==> src/rtl/result_bus_arbiter.sv <==
// ============================================================================
// result_bus_arbiter: round-robin grant of ready stations onto result buses
// Revision: 1.0
// ============================================================================
`default_nettype none

module result_bus_arbiter #(
  parameter int SIZE               = 32,
  parameter int STATION_COUNT      = 4,
  parameter int STATION_INDEX_SIZE = 2,
  parameter int BUS_COUNT          = 1
) (
  input  logic                                    clock,
  input  logic                                    reset,
  input  logic                                    flush,
  input  logic [STATION_COUNT-1:0]                station_ready_flat,
  input  logic [SIZE*STATION_COUNT-1:0]           station_result_flat,
  output logic [STATION_COUNT-1:0]                station_release,
  output logic [BUS_COUNT-1:0]                    bus_asserted_flat,
  output logic [STATION_INDEX_SIZE*BUS_COUNT-1:0] bus_source_flat,
  output logic [SIZE*BUS_COUNT-1:0]               bus_value_flat
);

  localparam int IW = STATION_INDEX_SIZE;

  typedef logic [IW-1:0] idx_t;

  // (base + offset) mod STATION_COUNT; offset is always below STATION_COUNT
  function automatic idx_t wrap_add(input idx_t base, input int offset);
    logic [IW:0] sum;
    sum = {1'b0, base} + (IW+1)'(offset);
    if (sum >= (IW+1)'(STATION_COUNT)) begin
      sum = sum - (IW+1)'(STATION_COUNT);
    end
    return sum[IW-1:0];
  endfunction

  idx_t                     ptr;
  idx_t                     ptr_next;
  idx_t                     sel       [BUS_COUNT];
  logic [BUS_COUNT-1:0]     sel_valid;
  logic [STATION_COUNT-1:0] release_next;
  logic [SIZE-1:0]          result_arr [STATION_COUNT];

  generate
    for (genvar s = 0; s < STATION_COUNT; s++) begin : g_unpack
      assign result_arr[s] = station_result_flat[s*SIZE +: SIZE];
    end
  endgenerate

  // Each bus takes the next still-unclaimed eligible station in scan order;
  // stations pulsing release this cycle are excluded to avoid double grants.
  always_comb begin : select_proc
    logic [STATION_COUNT-1:0] remaining;
    idx_t                     idx;
    idx_t                     last;
    logic                     any;
    remaining    = station_ready_flat & ~station_release;
    release_next = '0;
    sel_valid    = '0;
    last         = '0;
    any          = 1'b0;
    idx          = '0;
    for (int k = 0; k < BUS_COUNT; k++) begin
      sel[k] = '0;
      for (int i = 0; i < STATION_COUNT; i++) begin
        idx = wrap_add(ptr, i);
        if (!sel_valid[k] && remaining[idx]) begin
          sel_valid[k]      = 1'b1;
          sel[k]            = idx;
          remaining[idx]    = 1'b0;
          release_next[idx] = 1'b1;
          last              = idx;
          any               = 1'b1;
        end
      end
    end
    ptr_next = any ? wrap_add(last, 1) : ptr;
  end

  always_ff @(posedge clock) begin
    if (reset) begin
      ptr               <= '0;
      station_release   <= '0;
      bus_asserted_flat <= '0;
      bus_source_flat   <= '0;
      bus_value_flat    <= '0;
    end else if (flush) begin
      station_release   <= '0;
      bus_asserted_flat <= '0;
      bus_source_flat   <= '0;
      bus_value_flat    <= '0;
    end else begin
      ptr             <= ptr_next;
      station_release <= release_next;
      for (int k = 0; k < BUS_COUNT; k++) begin
        bus_asserted_flat[k]        <= sel_valid[k];
        bus_source_flat[k*IW +: IW] <= sel[k];
        bus_value_flat[k*SIZE +: SIZE] <= sel_valid[k] ? result_arr[sel[k]] : '0;
      end
    end
  end

endmodule

`default_nettype wire

==> config.mk <==
export PLATFORM = sky130hd
export DESIGN_NAME = result_bus_arbiter
export DESIGN_NICKNAME = d
export VERILOG_FILES = /design/src/rtl/result_bus_arbiter.sv
export SDC_FILE = /design/constraint.sdc
export NUM_CORES = 1
export LEC_CHECK = 0
export BUFFER_PORTS_ARGS = -buffer_cell sky130_fd_sc_hd__buf_2
export CAP_MARGIN = 20
export CORE_MARGIN = 5
export CORE_UTILIZATION = 30
export CTS_CLUSTER_SIZE = 30
export DETAILED_ROUTE_END_ITERATION = 8
export PLACE_DENSITY_LB_ADDON = 0.2
export SLEW_MARGIN = 25
export SYNTH_ARGS = -nofsm -noshare
export SYNTH_HDL_FRONTEND = slang
export SYNTH_SLANG_ARGS = --single-unit
==> constraint.sdc <==
create_clock -name clock -period 10.4 [get_ports clock]
set_input_delay 1.04 -clock clock [delete_from_list [all_inputs] [get_ports clock]]
set_output_delay 1.04 -clock clock [all_outputs]
set_load 0.03 [all_outputs]
======== After elaboration in Yosys (flattened, before gate mapping) ========
Index checks and enable logic that the tools add are counted.
operators by class
  $add $sub $neg .......................... 9
  order comparisons ....................... 14
  multiplexer cells ....................... 39
  bitwise logic cells ..................... 14
  reductions and logical operators ........ 13
operators by type and width
  operator               number
  $bmux W32 S2           1
  $mux W32               2
  $mux W4                7
  $mux W2                9
  $and A4 B4 Y4          4
  $not A4 Y4             4
  $ge A3 B3 Y1 const B   5
  $lt A2 B3 Y1 const B   4
  $mux W1                12
  $or A4 B4 Y4           3
  $sub A2 B1 Y2 const B  5
  $bmux W1 S2            4
  $demux W1 S2           4
  $ge A2 B1 Y1 const B   4
  $logic_and A1 B1 Y1    7
  $add A2 B1 Y3 const B  2
  $add A2 B2 Y3 const B  2
  $ge A2 B3 Y1 const B   1
  $logic_not A1 Y1       3
  $not A2 Y3             1
  $reduce_or A3 Y1       1
  $not A1 Y1             2
  $reduce_and A2 Y1      1
  $reduce_or A2 Y1       1
storage, ports and cells
  bits in registers ....................... 41
  input port bits ......................... 135
  output and inout port bits .............. 39

======== Logic depth before layout (Yosys ltp) ========
Gate-level depths: netlist of the first run.
  depth after elaboration ................. 25
  mapped depth ............................ 17
  depth with buffers taken out ............ 12

======== Worst setup path before layout of the first run ========
No wires, ideal clock.
  kind .................................... flip-flop to flip-flop
  start point ............................. register ptr[0]
  end point ............................... register bus_value_flat[19]
  arrival time ............................ 3,425 ps
  path slack .............................. 6,847 ps
  cell stages (with the launch flop) ...... 16
  buffers on the path ..................... 5
  clock period less this slack ............ 3,553 ps
  cell sequence ........................... dfxtp_1 > inv_2 > buf_6 > clkbuf_1 > clkbuf_1 > ha_1 > mux4_2 > a31oi_1 > nor2_1 > a22o_1 > o21ai_2 > o21a_1 > buf_4 > buf_6 > mux2i_1 > o32ai_2
between the ends
  word-level cells in the longest chain between the ends .. 25
  elaborated cells between the ends (all ways) .. 67
  classes of those cells .................. add/sub (7); order compare (10); mux (32); bitwise (8); reduce/logical (10)
ends and longest elaborated chain
  what                                                                       line    RTL
  from (decl)                                                                38      idx_t ptr;
  from (signal assigned)                                                     94      ptr <= ptr_next;
  $ge A2 B3 Y1 / $sub A2 B1 Y2 (equally long branches)                       32, 33
  $mux W2                                                                    32      if (sum >= (IW+1)'(STATION_COUNT)) begin
  $lt A2 B3 Y1 (not written as such) / $ge A2 B1 Y1 (equally long branches)  71      remaining[idx] = 1'b0;
  $logic_and A1 B1 Y1 (not written as such)                                  71
  $mux W1 (not written as such)                                              71
  $demux W1 S2                                                               71
  $not A4 Y4 (no source line)                                                --
  $and A4 B4 Y4 (no source line)                                             --
  [... 8 more ...]                                                           --
  $mux W4                                                                    68      if (!sel_valid[k] && remaining[idx]) begin
  $bmux W1 S2                                                                68
  $mux W1 (not written as such)                                              68
  $logic_and A1 B1 Y1                                                        68
  $mux W2                                                                    68
  $not A2 Y3 (not written as such)                                           99      bus_value_flat[k*SIZE +: SIZE] <= sel_valid[k] ? result_arr[sel[k]] : '0;
  $bmux W32 S2                                                               99
  $mux W32 (not written as such) (2 in a row)                                99
  to (signal, indexed assignment)                                            99
  to (decl)                                                                  21      output logic [SIZE*BUS_COUNT-1:0] bus_value_flat
Parallel ways exist; a longest one is shown, timed or not. The select of a mux whose other input is x is not followed.
A chain may end at the register's enable or synchronous reset.

======== Worst setup path after layout of the first run ========
  start point ............................. register ptr[0]
  end point ............................... register bus_value_flat[10]
The elaborated chain is that of the path after synthesis.

==> impl_metrics.json, run 1 <==
{
  "setup-tns-final_ns": 0,
  "p_per_area_mw_per_mm2": 299,
  "nFillCells": 1146,
  "vias": 4034,
  "drt_iter0_markers": 169,
  "use_met1_pct": 22.2,
  "cp-end-kind": "flip-flop",
  "port_buffers": 173,
  "grt_pass1_vias": 3957,
  "fmax_mhz": 184,
  "slew_violations": 0,
  "cts_tree": "done",
  "synthCells": 448,
  "clock_path_buffers": 2,
  "cts_root_buf": "clkbuf_8",
  "seq_area_frac_synth_pct": 24.9,
  "coreArea_mm2": 0.0108,
  "met2_usage_pct": 30.1,
  "nets": 729,
  "grt_pass1_wl_mm": 19.3,
  "gp_congestion": 0.848,
  "totalWireLength_mm": 12.0,
  "cts_max_level": 2,
  "syn_nets": 587,
  "insertion_delay_ns": 0.31,
  "grt_start_max_net_pins": 76,
  "synth-warning-count": 0,
  "worst_hold_slack_ns": 0.870,
  "ys.flop_type": "dfxtp_1",
  "rsz0062_at_grt": "false",
  "peakVddDrop_uv": 164,
  "cts.clk_slew.worst_paths_ns": 0.09,
  "hold_path.class": "flip-flop to flip-flop",
  "insertedDiodeCount": 0,
  "crit_fanout": 75,
  "grt_antenna_before_repair": 0,
  "layout_setup_ws_ns": 4.96,
  "cts_resized": 0,
  "synth_edf_count": 0,
  "avgSynthCellArea_um2": 7.35,
  "vias_per_cell": 5.53,
  "dr.pass1.iters": 5,
  "drive_above_1_share_pct": 33.6,
  "p_leak_nw": 1.93,
  "ys_types": 49,
  "grt.total_usage_pct": 17.8,
  "die_w_um": 115,
  "cts_setup_buffers": 0,
  "synthToLayoutAreaGrowth_pct": 29.6,
  "synth_seq_cells": 41,
  "finalHoldViolCount": 0,
  "ios": 174,
  "die_area_mm2": 0.0132,
  "slew_headroom_pct": 36.3,
  "crit_type": "flip-flop to flip-flop",
  "worstMarginPinSlew_ns": 0.952,
  "fin_crit_sh_pct": 52.3,
  "layout_min_cycle_time_ns": 5.44,
  "pre_cts_slack_ns": 5.00,
  "critPathRequiredTime_ns": 10.58,
  "cts_buffers": 5,
  "cts.sinks": 41,
  "synthArstFlopShare_pct": 0,
  "start_util_pct": 30.5,
  "grt-busiest-layer": "met2",
  "dp_hpwl_mm": 8.59,
  "drv_cap": 0,
  "ff_latch_area_um2": 821,
  "crit_arrival_ns": 5.62,
  "syn_area_mm2": 0.00329,
  "postRouteAntennaNets": 0,
  "hold_buffers": 0,
  "multi_input_area_mm2": 0.00227,
  "die_h_um": 115,
  "avgRoutedWirePerCell_um": 16.4,
  "status": "completed",
  "cp-start-kind": "flip-flop",
  "grt_overflow_total": 0,
  "use_met3_pct": 4.47,
  "setup_viol": 0,
  "skew_ns": 0.0102,
  "drc": 0,
  "rows": 38
}
==> layout by cell type (no fill, tap or decap), types with 4 or more instances in the layout <==
cell type / synthesis / final
buf_2: 9 / 173
nand3_1: 7 / 7
a21oi_1: 9 / 9
a211o_1: 4 / 4
dfxtp_1: 41 / 41
a31oi_1: 34 / 34
nor3_1: 33 / 33
buf_4: 1 / 5
o22ai_1: 35 / 35
o221ai_1: 31 / 31
nor2b_1: 4 / 4
nand2_1: 75 / 75
clkbuf_8: 0 / 6
o21ai_0: 4 / 4
ha_1: 4 / 4
nor2_1: 45 / 45
mux2i_1: 32 / 32
nand2b_1: 6 / 6
==> where the power goes <==
| part | internal, W | leakage [nW] | total, W | switching, W |
|---|---|---|---|---|
| Clock | 0.0000529 | 0.0443 | 0.000115 | 0.0000616 |
| Sequential | 0.000199 | 0.336 | 0.000221 | 0.0000220 |
| Combinational | 0.000336 | 1.55 | 0.000941 | 0.000604 |
| Total | 0.000588 | 1.93 | 0.00128 | 0.000688 |
==> worst max-delay path, cell delays in order (launching register included) <==
cell,delay (ns)
dfxtp_1,0.75
inv_2,0.04
buf_4,0.35
ha_1,0.59
mux4_2,0.45
a31oi_1,0.35
nor2_1,0.13
a22o_2,0.52
o21ai_4,0.87
o21a_4,0.66
mux2i_1,0.35
o22ai_1,0.12
==> layer usage <==
layer  up-vias  wire [um]
li1       1993          -
met1      1831       4970
met2       189       5700
met3        21       1020
met4         0        272
met5         -          0
==> kinds of logic after synthesis <==
logic type | count (synthesis) | share of synthesized area, %
DFF | 41 | 24.9
adders and majority gates | 4 | 1.52
xor gates and xnor gates | 1 | 0.266
AOI/OAI and AO/OA | 142 | 31.4
buffers and inverters | 47 | 6.73
and+or+nand+nor | 178 | 23.4
muxes | 35 | 11.8
==> Yosys cell counts (4+ instances only) <==
cell      number  area, um2
nand2_1       75        282
nor3_1        33        165
ha_1           4       50.1
a211o_1        4       35.0
buf_6          4       45.0
dfxtp_1       41        821
buf_2          9       45.0
buf_1          5       18.8
a21oi_1        9       45.0
a31oi_1       34        213
nor2b_1        4       25.0
o221ai_1      31        272
nand2b_1       6       37.5
o22ai_1       35        219
nand3_1        7       35.0
mux2i_1       32        320
nor2_1        45        169
clkbuf_1      24       90.1
o21ai_0        4       20.0
==> final cells by class <==
| cell class | count | share of cell area (%) |
|---|---|---|
| clock buffers | 7 | 2.02 |
| multi-input cells | 360 | 53.1 |
| repair buffers | 178 | 21.2 |
| well taps | 140 | 4.10 |
| flip-flops and latches | 41 | 19.2 |
| inverters | 4 | 0.352 |
==> sequential cells by signal, summed over array words and instances (netlist names) <==
register and cells:
station_release 4, bus_asserted_flat 1, bus_source_flat 2, bus_value_flat 32, ptr 2
==> path summary, 6_finish.rpt <==
kind | startpoint | to | slack, ns | cells past startpoint
min | ptr[0]$_SDFFE_PP0P_ | ptr[0]$_SDFFE_PP0P_ | 0.87 | 2
max reg2reg | ptr[0]$_SDFFE_PP0P_ | bus_value_flat[10]$_SDFF_PP0_ | 4.96 | 11
min reg2reg | ptr[0]$_SDFFE_PP0P_ | ptr[0]$_SDFFE_PP0P_ | 0.87 | 2
max | ptr[0]$_SDFFE_PP0P_ | bus_value_flat[10]$_SDFF_PP0_ | 4.96 | 11
==> through the flow <==
step,std cells,power (W),utilization [%],cell area (um2)
after floorplan,448,0.000983,-,3290
final,730,0.00128,39.5,4270
after global routing,730,0.00139,39.5,4270
after CTS,730,0.00129,39.5,4270
after global placement,723,0.00115,38.7,4180
after detailed placement,723,0.00118,38.7,4180
Power figures use the tool's default switching activity.
==> run 2: changes to the inputs <==
--- a/config.mk
+++ b/config.mk
@@ -5,6 +5,7 @@
 export SDC_FILE = /design/constraint.sdc
 export NUM_CORES = 1
 export LEC_CHECK = 0
+export ABC_AREA = 1
 export BUFFER_PORTS_ARGS = -buffer_cell sky130_fd_sc_hd__buf_2
 export CAP_MARGIN = 20
 export CORE_MARGIN = 5
==> constraint.sdc (replaced) <==
create_clock -name clock -period 5.7 [get_ports clock]
set_input_delay 0.57 -clock clock [delete_from_list [all_inputs] [get_ports clock]]
set_output_delay 0.57 -clock clock [all_outputs]
set_load 0.03 [all_outputs]
==> run 2 against run 1 <==
  * Sequential power is 82% higher
  * Via count fell by 0.79%
  * Fmax grew 27%
  * Final area rose by 2.7%
  * Power increased by 140%
  * Cell count is 14% higher
  * Combinational power grew to 2.6 times the previous value
  * Sequential cell count did not move
  * Sequential share of layout area shrank 0.51 points
  * Core utilization is 0.54 points higher
  * Register-to-register slack got worse by 3.6 ns
  * First-iteration DRC count fell by 1.8%
  * Critical path type unchanged
==> impl_metrics.json, run 2 <==
{
  "cts_resized": 0,
  "synth.most_common_cell": "nand3_1",
  "path_cells": "inv_2, nand3_1, nand3_1, nand2_4, inv_4, nand2_4, nand2_2, nand3_4, nand2_4, nor2_4, nand2_2, nand3_1, nand3_2, nand2_1, inv_2, o211ai_4, nand2_1, buf_4, nand2_1, nand3_1, a21oi_2",
  "totalWireLength_mm": 11.4,
  "synth-simple-area-share_pct": 39.9,
  "cts_buffers": 5,
  "largest_register_ffs": 32,
  "hp-start": "reset",
  "status": "completed",
  "synth_mux_area_share_pct": 0,
  "grt_antenna_before_repair": 0,
  "drive_above_1_share_pct": 34.8,
  "rows": 38,
  "fmax_mhz": 233,
  "synth_area_leader_cell": "nand3_1",
  "grt.total_usage_pct": 16.3,
  "crit_path_frequent_cell": "nand3_1",
  "crit_type": "flip-flop to flip-flop",
  "synthCells": 540,
  "placed_cell_area_mm2": 0.00424,
  "r2r-end": "bus_value_flat[15]$_SDFF_PP0_",
  "layout_common_cells": "nand3_1, buf_2, inv_1",
  "crit_fanout": 28,
  "synth_compound_area_share_pct": 11.4,
  "cp-start-kind": "flip-flop",
  "avgSynthCellArea_um2": 6.27,
  "peakVddDrop_uv": 444,
  "cts_root_buf": "clkbuf_16",
  "synthAdderAreaFrac_pct": 1.48,
  "cpPeakStageDelay_ns": 0.62,
  "vias": 4002,
  "cts_tree": "done",
  "cts_max_level": 2,
  "ff2ff_path_depth": 21,
  "cts.clk_slew.worst_paths_ns": 0.06,
  "die_area_mm2": 0.0135,
  "regMostFlops": "bus_value_flat",
  "drv_cap": 0,
  "die_h_um": 116,
  "grt-busiest-layer": "met2",
  "use_met1_pct": 19.9,
  "insertion_delay_ns": 0.28,
  "ff_latch_area_um2": 821,
  "coreArea_mm2": 0.0109,
  "fin_crit_sh_pct": 75.3,
  "vias_per_cell": 4.83,
  "drt_iter0_markers": 166,
  "slew_headroom_pct": 39.2,
  "skew_ns": 0.00275,
  "hold_buffers": 0,
  "final_area_mm2": 0.00438,
  "slowest_stage": "nand2_1",
  "synth_edf_count": 0,
  "seq_area_frac_synth_pct": 24.2,
  "dr.pass1.iters": 6,
  "met2_usage_pct": 29.3,
  "synth-warning-count": 0,
  "grt_overflow_total": 0,
  "nFillCells": 1242,
  "worst_hold_slack_ns": 0.519,
  "critPathRequiredTime_ns": 5.90,
  "yosys.area.top_type_share_pct": 25.7,
  "crit_arrival_ns": 4.50,
  "port_buffers": 173,
  "synth_seq_cells": 41,
  "cp-end-kind": "flip-flop",
  "synth_xor_area_share_pct": 0,
  "insertedDiodeCount": 0,
  "holdPathEnd": "bus_asserted_flat$_SDFF_PP0_",
  "rr_startpoint": "ptr[0]$_SDFFE_PP0P_",
  "synth_common_cells": "nand3_1, inv_1, nand2_1",
  "syn_area_mm2": 0.00339,
  "p_per_area_mw_per_mm2": 710,
  "grt_pass1_vias": 3851,
  "nets": 828,
  "layout_setup_ws_ns": 1.41,
  "setup-tns-final_ns": 0,
  "use_met3_pct": 2.95,
  "clock_path_buffers": 2,
  "finalHoldViolCount": 0,
  "pre_cts_slack_ns": 1.47,
  "hold_path.class": "input port to flip-flop",
  "p_leak_nw": 2.57,
  "layout_min_cycle_time_ns": 4.29,
  "ys.flop_type": "dfxtp_1",
  "ys_types": 29,
  "multi_input_area_mm2": 0.00180,
  "synthTopCellsByArea": "nand3_1, dfxtp_1, inv_1, a21oi_2, nand2_1",
  "gp_congestion": 1.02,
  "slew_violations": 0,
  "drc": 0,
  "grt_pass1_wl_mm": 17.9,
  "cts_setup_buffers": 0,
  "rrSetupSlack_ns": 1.41,
  "start_util_pct": 31.0,
  "synth_top_family_by_area": "simple AND/OR/NAND/NOR gates",
  "die_w_um": 116,
  "dp_hpwl_mm": 8.44,
  "postRouteAntennaNets": 0,
  "final_common_cell": "nand3_1",
  "worstHoldPathCells": 2,
  "syn_nets": 679,
  "setup_viol": 0,
  "grt_start_max_net_pins": 65,
  "reg_top3": "bus_value_flat (32), station_release (4)",
  "cts.sinks": 41,
  "synthArstFlopShare_pct": 0,
  "ios": 174,
  "avgRoutedWirePerCell_um": 13.7,
  "synthToLayoutAreaGrowth_pct": 29.5,
  "worstMarginPinSlew_ns": 0.912,
  "rsz0062_at_grt": "false"
}
[run 2: cell types whose count changed after synthesis, moves of 32 or more]
| cell | delta |
|---|---|
| a31oi_1 | -32 |
| nand3_1 | +167 |
| nor2_1 | -38 |
| o22ai_1 | -34 |
| nor3_1 | -33 |
| mux2i_1 | -32 |
| inv_1 | +135 |
[run 2: critical path: cells and delay by family (launching register included)]
family          cells  cell delay [ns]
simple gates       15             2.09
compound gates      2             0.76
buf+inv             4             0.75
flops               1             0.58
[run 2: area by class of cell]
class | count | share of cell area (%)
Timing Repair Buffer | 177 | 20.4
Multi-Input combinational cell | 318 | 41.0
Clock buffer | 7 | 3.25
Tap cell | 140 | 4.00
Inverter | 146 | 12.6
Sequential cell | 41 | 18.7
[run 2: per-stage QoR]
step / total power (W) / utilization [%] / instances
3_5_place_dp: 0.00284 / 38.8 / 822
6_report: 0.00311 / 40.1 / 829
5_1_grt: 0.00342 / 40.1 / 829
3_3_place_gp: 0.00282 / 38.8 / 822
2_1_floorplan: 0.00242 / - / 540
4_1_cts: 0.00314 / 40.1 / 829
[run 2: where the power goes]
group          internal, W  switching, W
Clock             0.000172      0.000111
Combinational     0.000737       0.00169
Sequential        0.000366     0.0000377
[run 2: how the worst max path moves through the flow]
| stage | end | depth (start not counted) | start |
|---|---|---|---|
| 6_report | bus_value_flat[15]$_SDFF_PP0_ | 21 | ptr[0]$_SDFFE_PP0P_ |
| 2_1_floorplan | bus_value_flat[19]$_SDFF_PP0_ | 18 | ptr[0]$_SDFFE_PP0P_ |
| 3_3_place_gp | ptr[1]$_SDFFE_PP0P_ | 20 | ptr[0]$_SDFFE_PP0P_ |
| 4_1_cts | bus_value_flat[15]$_SDFF_PP0_ | 21 | ptr[0]$_SDFFE_PP0P_ |
| 5_1_grt | bus_value_flat[21]$_SDFF_PP0_ | 21 | ptr[0]$_SDFFE_PP0P_ |
| 3_5_place_dp | bus_value_flat[14]$_SDFF_PP0_ | 21 | ptr[0]$_SDFFE_PP0P_ |
[run 2: logic make-up after synthesis]
logic type	count (synthesis)
AO/OA/AOI/OAI	48
adder cells (fa/ha/maj)	4
buffers and inverters	181
flip-flops	41
AND/OR/NAND/NOR	266
[run 2: layer usage]
metal,share of wire [%],wire [um]
met2,49,5620
met5,0,0
met1,42,4750
met3,7.5,857
met4,1.4,154
==> run 3: changes to the inputs <==
==> constraint.sdc (replaced) <==
create_clock -name clock -period 4.41 [get_ports clock]
set_input_delay 0.441 -clock clock [delete_from_list [all_inputs] [get_ports clock]]
set_output_delay 0.441 -clock clock [all_outputs]
set_load 0.03 [all_outputs]
==> run 3 against run 2 <==
  * First-iteration DRC count is 21% higher
  * Register-to-register slack worse by 0.88 ns
  * Worst setup slack worse by 0.88 ns
  * Sequential power is 30% higher
  * Clock skew hardly changed
  * Sequential cell count stayed put
  * Global-route usage is 1.2 points higher
  * Power is 34% higher
  * Clock power is 41% higher
  * Count of clock-buffer cells in the layout stayed put
  * Critical path type unchanged
  * Largest cell class unchanged
==> impl_metrics.json, run 3 (synthesis gave the netlist of run 2 again) <==
{
  "status": "completed",
  "reg_top3": "bus_value_flat (32), station_release (4)",
  "cts_buffers": 5,
  "crit_type": "flip-flop to flip-flop",
  "hp-start": "reset",
  "cts_root_buf": "clkbuf_16",
  "postRouteAntennaNets": 0,
  "peakVddDrop_uv": 744,
  "setup_viol": 0,
  "p_per_area_mw_per_mm2": 933,
  "drive_above_1_share_pct": 35.4,
  "grt_pass1_wl_mm": 19.0,
  "critPathRequiredTime_ns": 4.62,
  "insertedDiodeCount": 0,
  "skew_ns": 0.00308,
  "utilization_pct": 40.8,
  "die_w_um": 116,
  "dr.pass1.iters": 4,
  "p_leak_nw": 2.62,
  "drt_iter0_markers": 201,
  "ios": 174,
  "vias_per_cell": 4.74,
  "grt_start_max_net_pins": 66,
  "crit_fanout": 20,
  "vias": 3961,
  "insertion_delay_ns": 0.29,
  "holdPathEnd": "bus_asserted_flat$_SDFF_PP0_",
  "coreArea_mm2": 0.0109,
  "stdcell_count": 835,
  "cts_tree": "done",
  "rr_startpoint": "ptr[0]$_SDFFE_PP0P_",
  "start_util_pct": 31.0,
  "avgRoutedWirePerCell_um": 14.3,
  "nets": 833,
  "slew_violations": 0,
  "pre_cts_slack_ns": 0.510,
  "grt_antenna_before_repair": 0,
  "slew_headroom_pct": 54.3,
  "synthToLayoutAreaGrowth_pct": 31.7,
  "cts_resized": 0,
  "path_cells": "inv_2, nand3_1, nand3_1, nand2_4, inv_4, nand2_4, nand2_2, nand3_4, nand2_4, nor2_4, nand2_2, nand3_1, nand3_2, nand4_1, nand2_1, nand3_2, nand4_1, buf_4, nand2_1, nand2_1, a31oi_1",
  "hold_path.class": "input port to flip-flop",
  "layout_common_cells": "nand3_1, buf_2, inv_1",
  "cts_max_level": 2,
  "die_h_um": 116,
  "cts.clk_slew.worst_paths_ns": 0.06,
  "final_common_cell": "nand3_1",
  "crit_arrival_ns": 4.09,
  "finalHoldViolCount": 0,
  "r2r-end": "ptr[1]$_SDFFE_PP0P_",
  "ff2ff_path_depth": 21,
  "rrSetupSlack_ns": 0.53,
  "totalWireLength_mm": 12.0,
  "grt_overflow_total": 0,
  "slowest_stage": "dfxtp_1",
  "worstMarginPinSlew_ns": 0.685,
  "rows": 38,
  "regMostFlops": "bus_value_flat",
  "largest_register_ffs": 32,
  "cts_setup_buffers": 0,
  "rsz0062_at_grt": "false",
  "layout_setup_ws_ns": 0.530,
  "dp.cells": 827,
  "fmax_mhz": 258,
  "grt.total_usage_pct": 17.5,
  "grt_pass1_vias": 3989,
  "setup-tns-final_ns": 0,
  "drv_cap": 0,
  "nFillCells": 1233,
  "clock_path_buffers": 2,
  "cpPeakStageDelay_ns": 0.58,
  "layout_min_cycle_time_ns": 3.88,
  "drc": 0,
  "gp_congestion": 0.838,
  "fin_crit_sh_pct": 88.0,
  "die_area_mm2": 0.0135,
  "port_buffers": 173,
  "worstHoldPathCells": 2,
  "hold_buffers": 0,
  "cp-end-kind": "flip-flop",
  "cp-start-kind": "flip-flop",
  "dp_hpwl_mm": 9.08,
  "cts.sinks": 41
}
-- run 3: cell types whose count changed in the layout (fill, tap and decap cells not counted) --
| cell | change |
|---|---|
| clkinv_2 | +1 |
| nand2_1 | +1 |
| buf_12 | +2 |
| nand2_2 | -1 |
| buf_4 | +3 |
| clkbuf_8 | +1 |
| clkbuf_1 | -1 |
-- run 3: how the worst max path moves through the flow --
stage | startpoint | to | slack, ns | cells after the start
final | ptr[0]$_SDFFE_PP0P_ | ptr[1]$_SDFFE_PP0P_ | 0.53 | 21
after global routing | ptr[0]$_SDFFE_PP0P_ | ptr[1]$_SDFFE_PP0P_ | 0.06 | 21
after CTS | ptr[0]$_SDFFE_PP0P_ | ptr[1]$_SDFFE_PP0P_ | 0.48 | 21
after detailed placement | ptr[0]$_SDFFE_PP0P_ | ptr[1]$_SDFFE_PP0P_ | 0.51 | 21
after global placement | ptr[0]$_SDFFE_PP0P_ | ptr[1]$_SDFFE_PP0P_ | 0.45 | 21
after floorplan | ptr[0]$_SDFFE_PP0P_ | bus_value_flat[19]$_SDFF_PP0_ | 1.66 | 18
-- run 3: layout make-up --
cell class / count / area (um2) / area share, %
clock buffers: 7 / 153 / 3.42
clock inverters: 1 / 5.00 / 0.112
inverters: 146 / 551 / 12.3
multi-input cells: 318 / 1800 / 40.3
flip-flops and latches: 41 / 821 / 18.4
well taps: 140 / 175 / 3.93
repair buffers: 182 / 958 / 21.5
-- run 3: worst max-delay path, delay by kind of cell (launching register included) --
kind	cells	cell delay (ns)
flops	1	0.58
compound gates	1	0.17
simple gates	17	2.31
buf+inv	3	0.74
-- run 3: power by group --
group          switching (W)  internal [W]
Sequential         0.0000501      0.000472
Clock               0.000159      0.000240
Combinational        0.00220       0.00104
Total                0.00241       0.00175
-- run 3: through the flow --
| stage | cell area [um2] | total power [W] | hold slack (ns) |
|---|---|---|---|
| after floorplan | 3390 | 0.00312 | 0.513 |
| after global placement | 4300 | 0.00380 | 0.677 |
| after detailed placement | 4300 | 0.00381 | 0.680 |
| after CTS | 4460 | 0.00422 | 0.375 |
| after global routing | 4460 | 0.00458 | 0.378 |
| final | 4460 | 0.00416 | 0.382 |
-- run 3: metal layers --
metal  up-vias  share of wire [%]  global-route usage (%)  routed length [um]
li1       2015                  -                       -                   -
met1      1782                 43                    21.5                5150
met2       146                 49                    30.8                5880
met3        18                6.2                    3.26                 739
met4         0                1.7                    5.72                 204
met5         -                  0                       0                   0
